==> src/rtl/imm_pkg.sv <==
// rtl/imm_pkg.sv - format/opcode constants and immediate builder shared by the immediate stage
package imm_pkg;

    localparam int MAX_XLEN = 64;

    localparam logic [2:0] FMT_R = 3'b000;
    localparam logic [2:0] FMT_I = 3'b001;
    localparam logic [2:0] FMT_S = 3'b010;
    localparam logic [2:0] FMT_B = 3'b011;
    localparam logic [2:0] FMT_U = 3'b100;
    localparam logic [2:0] FMT_J = 3'b101;

    localparam logic [6:0] OP_IMM    = 7'b0010011;
    localparam logic [6:0] OP_LOAD   = 7'b0000011;
    localparam logic [6:0] OP_JALR   = 7'b1100111;
    localparam logic [6:0] OP_SYSTEM = 7'b1110011;
    localparam logic [6:0] OP_FENCE  = 7'b0001111;
    localparam logic [6:0] OP_STORE  = 7'b0100011;
    localparam logic [6:0] OP_BRANCH = 7'b1100011;
    localparam logic [6:0] OP_LUI    = 7'b0110111;
    localparam logic [6:0] OP_AUIPC  = 7'b0010111;
    localparam logic [6:0] OP_JAL    = 7'b1101111;
    localparam logic [6:0] OP_REG    = 7'b0110011;
    localparam logic [6:0] OP_IMM_32 = 7'b0011011;
    localparam logic [6:0] OP_REG_32 = 7'b0111011;

    // Built at the widest datapath; narrower stages keep the low bits, which is
    // identical to sign-extending at their own width.
    function automatic logic [MAX_XLEN-1:0] build_imm(input logic [31:0] inst,
                                                      input logic [2:0]  sel);
        logic unused_opcode;
        unused_opcode = ^inst[6:0];
        case (sel)
            FMT_I:   build_imm = {{52{inst[31]}}, inst[31:20]};
            FMT_S:   build_imm = {{52{inst[31]}}, inst[31:25], inst[11:7]};
            FMT_B:   build_imm = {{52{inst[31]}}, inst[7], inst[30:25], inst[11:8], 1'b0};
            FMT_U:   build_imm = {{32{inst[31]}}, inst[31:12], 12'b0};
            FMT_J:   build_imm = {{44{inst[31]}}, inst[19:12], inst[20], inst[30:21], 1'b0};
            default: build_imm = '0;
        endcase
    endfunction

endpackage

==> src/rtl/imm_skid_buf.sv <==
// rtl/imm_skid_buf.sv - generic 2-entry valid/ready skid buffer with registered in_ready
module imm_skid_buf #(
    parameter int W = 8
) (
    input  logic         clk,
    input  logic         rst_n,
    input  logic         in_valid,
    output logic         in_ready,
    input  logic [W-1:0] in_data,
    output logic         out_valid,
    input  logic         out_ready,
    output logic [W-1:0] out_data
);

    logic         skid_valid;
    logic [W-1:0] skid_data;

    assign in_ready = !skid_valid;

    // The skid entry only fills while the output is stalled, so it is always
    // drained before a new word may enter.
    always_ff @(posedge clk or negedge rst_n) begin
        if (!rst_n) begin
            out_valid  <= 1'b0;
            out_data   <= '0;
            skid_valid <= 1'b0;
            skid_data  <= '0;
        end else if (!out_valid || out_ready) begin
            if (skid_valid) begin
                out_data   <= skid_data;
                out_valid  <= 1'b1;
                skid_valid <= 1'b0;
            end else if (in_valid) begin
                out_data  <= in_data;
                out_valid <= 1'b1;
            end else begin
                out_valid <= 1'b0;
            end
        end else if (in_valid && !skid_valid) begin
            skid_data  <= in_data;
            skid_valid <= 1'b1;
        end
    end

endmodule

==> src/rtl/imm_gen_stage.sv <==
// rtl/imm_gen_stage.sv - registered immediate generator stage; IMM_GEN_ZIMM_EN adds CSR zimm
module imm_gen_stage
    import imm_pkg::*;
#(
    parameter int XLEN = 32,
    parameter int SKID = 1
) (
    input  logic            clk,
    input  logic            rst_n,
    input  logic            in_valid,
    output logic            in_ready,
    input  logic [31:0]     inst,
    input  logic [2:0]      immSel,
    input  logic            auto_sel,
    output logic            out_valid,
    input  logic            out_ready,
    output logic [31:0]     out_inst,
    output logic [2:0]      out_sel,
    output logic [XLEN-1:0] imm,
    output logic            illegal
);

    localparam int PW = XLEN + 36;

    logic [2:0]          sel;
    logic                ill;
    logic [MAX_XLEN-1:0] imm_full;
    logic [XLEN-1:0]     imm_d;
    logic [PW-1:0]       d;
    logic [PW-1:0]       q;
    logic                unused_imm;

    always_comb begin
        sel = FMT_R;
        ill = 1'b0;
        if (auto_sel) begin
            case (inst[6:0])
                OP_IMM, OP_LOAD, OP_JALR, OP_SYSTEM, OP_FENCE: sel = FMT_I;
                OP_STORE:          sel = FMT_S;
                OP_BRANCH:         sel = FMT_B;
                OP_LUI, OP_AUIPC:  sel = FMT_U;
                OP_JAL:            sel = FMT_J;
                OP_REG:            sel = FMT_R;
                OP_IMM_32: begin
                    if (XLEN == 64) sel = FMT_I;
                    else            ill = 1'b1;
                end
                OP_REG_32: begin
                    if (XLEN != 64) ill = 1'b1;
                end
                default:           ill = 1'b1;
            endcase
        end else begin
            sel = (immSel > FMT_J) ? FMT_R : immSel;
        end
    end

    assign imm_full   = build_imm(inst, sel);
    assign unused_imm = ^imm_full;

    always_comb begin
        imm_d = imm_full[XLEN-1:0];
`ifdef IMM_GEN_ZIMM_EN
        // CSR immediate forms carry an unsigned 5-bit zimm in the rs1 field.
        if (auto_sel && inst[6:0] == OP_SYSTEM && inst[14])
            imm_d = {{(XLEN-5){1'b0}}, inst[19:15]};
`endif
    end

    assign d = {ill, sel, inst, imm_d};
    assign {illegal, out_sel, out_inst, imm} = q;

    generate
        if (SKID != 0) begin : g_skid
            imm_skid_buf #(.W(PW)) u_skid (
                .clk       (clk),
                .rst_n     (rst_n),
                .in_valid  (in_valid),
                .in_ready  (in_ready),
                .in_data   (d),
                .out_valid (out_valid),
                .out_ready (out_ready),
                .out_data  (q)
            );
        end else begin : g_reg
            assign in_ready = !out_valid || out_ready;

            always_ff @(posedge clk or negedge rst_n) begin
                if (!rst_n) begin
                    out_valid <= 1'b0;
                    q         <= '0;
                end else if (in_valid && in_ready) begin
                    out_valid <= 1'b1;
                    q         <= d;
                end else if (out_valid && out_ready) begin
                    out_valid <= 1'b0;
                end
            end
        end
    endgenerate

endmodule

==> config.mk <==
export PLATFORM = sky130hd
export DESIGN_NAME = imm_gen_stage
export DESIGN_NICKNAME = d
export VERILOG_FILES = /design/src/rtl/imm_pkg.sv /design/src/rtl/imm_skid_buf.sv /design/src/rtl/imm_gen_stage.sv
export SDC_FILE = /design/constraint.sdc
export NUM_CORES = 1
export LEC_CHECK = 0
export CORE_UTILIZATION = 48
export DETAILED_ROUTE_END_ITERATION = 6
export PLACE_DENSITY_LB_ADDON = 0.05
export SLEW_MARGIN = 20
export SYNTH_ARGS = -nofsm -noshare
export SYNTH_HDL_FRONTEND = slang
export SYNTH_SLANG_ARGS = --single-unit
==> constraint.sdc <==
create_clock -name clk -period 1.73 [get_ports clk]
set_clock_uncertainty 0.15 [all_clocks]
set_input_delay 0.173 -clock clk [delete_from_list [all_inputs] [get_ports clk]]
set_output_delay 0.173 -clock clk [all_outputs]
set_load 0.005 [all_outputs]
==> reports/qor.yml, run 1 <==
critical_path:
  cp_max_fo: 25
  critPathArrivalTime_ns: 1.82
  worst_path_max_delay_cell: "dfrtp_2"
  criticalPathCategory: "flop to flop"
  critPathCaptureType: "flop"
  worstPathCellList: "buf_12 > o21ai_4 > buf_4 > o21ai_0"
  cp_slowest_stage_delay_ns: 0.46
  crit_required_ns: 1.86
  cp-start-kind: "flop"
routing:
  drt-initial-drc-count: 366
  drt-wirelength-per-cell_um: 17.68
  vias: 5557
  via_per_inst: 5.443
  ant_nets: 0
  drc: 0
  firstDrtPassIters: 4
  wl_mm: 18.05
clock_network:
  cts.sinks: 138
  clock_path_buffers: 2
  cts_buffers: 17
  cts-root-buf: "clkbuf_16"
  cts_tree: "built"
  clock_latency_ns: 0.42
  clk_pin_slew_ns: 0.06
  cts.htree.levels: 4
yosys:
  yosys_warnings: 0
  syn-cell-area_um2: 6226
  yosys_register_bits: 138
  synth_compound_area_share_pct: 14.29
  synth-edff-count: 0
  ys.flop_type: "dfrtp_1"
  synth_top_cell_by_area: "dfrtp_1"
  synthXorXnorAreaFrac_pct: 0.1407
  synthDistinctLibCells: 51
  synthTopCellsByCount: "nand2_1, dfrtp_1, o21ai_0"
  synth.mux.area_fraction_pct: 5.305
  synth_nets: 720
  synth-simple-area-share_pct: 21.16
  avgSynthCellArea_um2: 9.156
  synth_top_cell_area_share_pct: 55.47
  synthAdderAreaFrac_pct: 0
  synth_seq_area_share_pct: 55.47
  synthTopCellsByArea: "dfrtp_1, nand2_1, mux2i_1, o21ai_0, nor2_1"
  netlist_instances: 680
  yosysMostFrequentCell: "nand2_1"
  async_flop_share_pct: 100.0
  synth_top_family_by_area: "simple AND/OR/NAND/NOR gates"
run_status:
  outcome: "complete, no violations"
global_route:
  grt_pass1_vias: 5600
  grt_pass1_wl_mm: 28.77
  use_met1_pct: 37.43
  grt.busiest_layer: "met2"
  overflow: 0
  grt_antenna_before_repair: 0
  grtUsageMet2_pct: 45.99
  grt_max_degree: 43
  grt_use_total_pct: 28.54
  met3_usage_pct: 7.113
place:
  place_hpwl_mm: 12.26
  port_buffers: 109
  dp.cells: 979
  dpl_cell_area_um2: 8064
  gp_congestion: 0.8639
power_and_ir_drop:
  p_comb_share_pct: 22.3
  p_clk_share_pct: 36.3
  powerDensity_nw_per_um2: 1146
  p_sw_share_pct: 27.50
  p_sw_mw: 2.803
  seqPwrFrac_pct: 41.4
  p_total_mw: 10.19
  p_leak_nw: 3.970
  ir_worst_vdd_mv: 0.7214
  intPower_mw: 7.389
final_layout:
  areaGrowthSynthToFinish_pct: 42.81
  nets: 876
  layout.cells.non_filler: 1021
  design_area_um2: 8891
  n_antenna_cell: 0
  drive_gt1_share_pct: 19.20
timing:
  finalSetupViolations: 0
  final.period_utilization_pct: 97.40
  tightest_slew_ns: 0.4277
  relSlewSlack_pct: 71.49
  rsz0062_at_grt: "true"
  min_period_ns: 1.685
  slew_violations: 0
  hold_viol: 0
  max_freq_mhz: 593.5
floorplan:
  initial_core_util_pct: 49.34
  num_rows: 41
  dieArea_um2: 13430
  io_pins: 110
  die_w_um: 115.9
  coreArea_um2: 12620
  dieHeight_um: 115.9
job:
  timing.max_cap.violations: 0
worst_hold_path:
  hold_path.class: "input pin to flop"
==> flip-flops by register name, summed over array words and instances, names as in the netlist <==
register	count
g_skid.u_skid.out_data	68
g_skid.u_skid.out_valid	1
g_skid.u_skid.skid_data	68
g_skid.u_skid.skid_valid	1
==> final cells by class <==
class | instances | area, µm²
Timing Repair Buffer | 188 | 1814
Tap cell | 172 | 215.2
Clock buffer | 23 | 498.0
Inverter | 3 | 16.27
Multi-Input combinational cell | 488 | 2781
Fill cell | 996 | 3729
Sequential cell | 138 | 3455
Clock inverter | 9 | 111.4
==> worst max-delay path, delay by kind of cell (launching register included) <==
family / cells / cell delay [ns]
flops: 1 / 0.46
buf+inv: 2 / 0.52
compound gates: 2 / 0.41
==> cell usage in the layout, fill, tap and decap left out, types with 2 or more instances in the layout <==
cell type	synthesis	final
a211oi_1	20	9
a211oi_2	1	12
a21oi_1	38	35
a21oi_2	0	3
a2bb2oi_2	0	3
and3_1	10	9
buf_12	0	10
buf_4	0	61
buf_6	2	4
bufinv_16	0	2
clkbuf_16	0	17
clkbuf_2	0	5
clkbuf_8	0	5
clkdlybuf4s50_1	0	98
clkinv_2	0	2
clkinv_4	0	3
clkinvlp_4	0	2
dfrtp_1	138	137
dlygate4sd2_1	0	2
dlygate4sd3_1	0	5
dlymetal6s2s_1	0	3
inv_1	2	2
mux2i_1	33	33
nand2_1	168	167
nand2b_1	5	5
nand3_1	19	17
nand3_2	0	2
nand3b_1	2	2
nand4_1	2	2
nor2_1	58	53
nor2_2	0	3
nor2_4	0	2
nor3_1	21	21
nor3b_1	4	2
nor3b_2	0	2
o21ai_0	62	59
o21ai_1	2	3
o22ai_1	7	6
==> through the flow <==
stage	util (%)	hold WS, ns	setup slack [ns]	setup TNS, ns
detailed placement	63.90	-0.03447	-0.8043	-53.12
floorplan	-	-0.2726	-0.07930	-1.362
finish	70.45	0.003011	0.04501	0
global placement	63.90	-0.03289	-0.7843	-50.30
global route	70.45	0.04275	-0.01159	-0.04950
CTS	69.70	0.04924	0.01160	0
==> logic make-up after synthesis <==
family / Yosys count
DFF: 138
AOI/OAI and AO/OA: 150
and+or+nand+nor: 304
muxes: 33
xor gates and xnor gates: 1
buffers and inverters: 54
==> timing repair <==
action | 4_1_cts | 5_1_grt
pin swaps | 4 | 8
setup endpoints to repair | 71 | 64
endpoints found under the hold margin | 138 | 4
gates cloned | 0 | 0
hold buffers | 1 | 4
gates resized for setup | 23 | 31
setup buffers | 4 | 1
==> power groups by stage <==
stage | Clock [mW] | Combinational, mW | Sequential [mW]
finish | 3.70 | 2.27 | 4.22
global route | 3.87 | 2.51 | 4.29
CTS | 3.74 | 2.27 | 4.21
detailed placement | 0 | 2.21 | 4.26
global placement | 0 | 2.15 | 4.23
floorplan | 0 | 0.962 | 4.20
==> worst paths after layout <==
check / end / startpoint / cells past startpoint / slack (ns)
min in group asynchronous: g_skid.u_skid.out_data[38] / rst_n / 2 / 0.09
hold reg to reg: g_skid.u_skid.skid_data[45] / g_skid.u_skid.skid_data[45] / 2 / 0.32
setup / recovery: g_skid.u_skid.out_data[59] / g_skid.u_skid.skid_valid / 4 / 0.05
max in group asynchronous: g_skid.u_skid.out_data[8] / rst_n / 3 / 0.76
hold / removal: g_skid.u_skid.skid_data[37] / inst[5] / 4 / 0.003
setup reg to reg: g_skid.u_skid.out_data[59] / g_skid.u_skid.skid_valid / 4 / 0.05
==> metal layers <==
layer / vias up / part of all wire [%]
li1: 2627 / -
met1: 2745 / 44
met2: 162 / 49
met3: 23 / 5.2
met4: 0 / 1.9
met5: - / 0
Power figures use the tool's default switching activity.
==> inputs of run 2 (changes only) <==
--- a/config.mk
+++ b/config.mk
@@ -7,8 +7,10 @@
 export LEC_CHECK = 0
 export CORE_UTILIZATION = 48
 export DETAILED_ROUTE_END_ITERATION = 6
+export GPL_TIMING_DRIVEN = 1
 export PLACE_DENSITY_LB_ADDON = 0.05
 export SLEW_MARGIN = 20
 export SYNTH_ARGS = -nofsm -noshare
 export SYNTH_HDL_FRONTEND = slang
 export SYNTH_SLANG_ARGS = --single-unit
+export TNS_END_PERCENT = 50
==> reports/qor.yml, run 2 (synthesized netlist as in run 1, its figures left out) <==
run_status:
  outcome: "complete, no violations"
critical_path:
  critPathTopFamily: "buffers and inverters"
  critPathCaptureType: "primary output"
  worst-path-stages: 1  # -3
  worstPathCellList: "clkdlybuf4s50_1"
  cp-start-kind: "flop"
  critPathArrivalTime_ns: 1.36  # -0.46 ns
  reg2reg_to: "g_skid.u_skid.out_data[51]"
  rrSetupSlack_ns: 0.05  # about the same
  worst_path_max_delay_cell: "clkdlybuf4s50_1"
  worstRegToRegCells: 6  # +2
  criticalPathCategory: "flop to primary output"
  crit_required_ns: 1.41  # -0.45 ns
  cp_max_fo: 2  # -92%
  reg2reg_from: "g_skid.u_skid.skid_valid"
  cp_slowest_stage_delay_ns: 0.55  # +0.09 ns
  worst-path-buf-inv: 1  # -1
timing:
  relSlewSlack_pct: 71.58  # +0.094 points
  slew_violations: 0  # unchanged
  hold_viol: 0  # unchanged
  tightest_slew_ns: 0.4263  # -0.001414 ns
  finalSetupTns_ns: 0  # unchanged
  rsz0062_at_grt: "true"
  finalSetupViolations: 0  # unchanged
  min_period_ns: 1.685  # +0.0003458 ns
  max_freq_mhz: 593.4  # about the same
  final.period_utilization_pct: 97.42  # about the same
routing:
  ant_nets: 0  # unchanged
  wl_mm: 18.98  # +5.2%
  firstDrtPassIters: 5  # +1
  vias: 5684  # +2.3%
  via_per_inst: 5.551  # +2.0%
  drc: 0  # unchanged
  drt-wirelength-per-cell_um: 18.54  # +4.9%
  drt-initial-drc-count: 494  # +35%
floorplan:
  num_rows: 41  # unchanged
  coreArea_um2: 12620  # unchanged
  die_w_um: 115.9  # unchanged
  dieArea_um2: 13430  # unchanged
  initial_core_util_pct: 49.34  # unchanged
  io_pins: 110  # unchanged
  dieHeight_um: 115.9  # unchanged
job:
  timing.max_cap.violations: 0  # unchanged
power_and_ir_drop:
  p_total_mw: 10.16  # -0.34%
  ir_worst_vdd_mv: 0.6928  # -4.0%
  powerDensity_nw_per_um2: 1127  # -1.7%
  p_leak_nw: 4.020  # +1.2%
global_route:
  grt_antenna_before_repair: 0  # unchanged
  overflow: 0  # unchanged
  grt_use_total_pct: 28.19  # -0.35 points
  grt_max_degree: 50  # +16%
  grt_pass1_wl_mm: 28.44  # -1.1%
  grt_pass1_vias: 5454  # -2.6%
worst_hold_path:
  hold_path.class: "input pin to flop"
  worstHoldStart: "inst[3]"
  whs_path_depth: 4  # unchanged
  whs_endpoint: "g_skid.u_skid.skid_data[35]"
clock_network:
  clock_path_buffers: 2  # unchanged
  cts.htree.levels: 4  # unchanged
  cts_buffers: 17  # unchanged
  clk_pin_slew_ns: 0.06  # about the same
  cts_tree: "built"
  cts.sinks: 138  # unchanged
  clock_latency_ns: 0.42  # about the same
  cts-root-buf: "clkbuf_16"
place:
  port_buffers: 109  # unchanged
  gp_congestion: 0.8371  # -3.1%
  place_hpwl_mm: 12.24  # about the same
final_layout:
  largestRegisters: "g_skid.u_skid.out_data: 68 flops, g_skid.u_skid.skid_data: 68 flops"
  final_core_util_pct: 71.41  # +0.95 points
  nets: 880  # +0.46%
  drive_gt1_share_pct: 19.37  # +0.17 points
  areaGrowthSynthToFinish_pct: 44.73
  final_common_cell: "nand2_1"
  n_antenna_cell: 0  # unchanged
  most-common-layout-cells: "nand2_1, dfrtp_1, clkdlybuf4s50_1, buf_4, o21ai_0"
[run 2: power by group]
group / internal, mW / switching, mW / leakage (nW)
logic: 1.28 / 1.10 / 2.02
clock network: 2.24 / 1.32 / 0.289
registers: 3.85 / 0.365 / 1.71
[run 2: how the worst max path moves through the flow]
stage	start	endpoint	slack, ns
after floorplan	inst[3]	g_skid.u_skid.out_data[0]	-0.08
after global routing	inst[2]	g_skid.u_skid.out_data[31]	-0.03
after global placement	inst[5]	g_skid.u_skid.out_data[20]	-0.74
after CTS	inst[3]	g_skid.u_skid.out_data[0]	-0.04
final	g_skid.u_skid.out_data[11]	imm[11]	0.04
after detailed placement	inst[5]	g_skid.u_skid.out_data[20]	-0.82
[run 2: routing by layer]
layer,vias to the layer above,track usage (%),share of wire (%)
met5,-,0,0
met4,0,12.39,2.9
met3,40,4.969,5.0
met2,183,44.33,48
met1,2803,38.43,45
li1,2658,-,-
[run 2: what timing repair did]
item	CTS	global route
endpoints found under the hold margin	138	0
buffers inserted	4	6
gates cloned	0	6
hold buffers	1	0
resized for setup	21	28
setup endpoints to repair	74	77
pin swaps	6	8
[run 2: final cells by class]
class                           instances  area [µm²]
Fill cell                             966        3608
Sequential cell                       138        3455
Multi-Input combinational cell        488        2800
Timing Repair Buffer                  192        1939
Clock buffer                           26       529.3
Tap cell                              172       215.2
Clock inverter                          5       56.30
Inverter                                3       16.27
[run 2: per-stage QoR]
stage	cell area, µm²	worst slack [ns]	std cells	hold slack [ns]
floorplan	6350	-0.07930	680	-0.2726
global placement	8029	-0.7432	976	-0.06530
detailed placement	8029	-0.8188	976	-0.06026
CTS	8735	-0.03814	1012	0.06255
global route	9011	-0.02749	1024	0.05640
finish	9011	0.04466	1024	0.03796
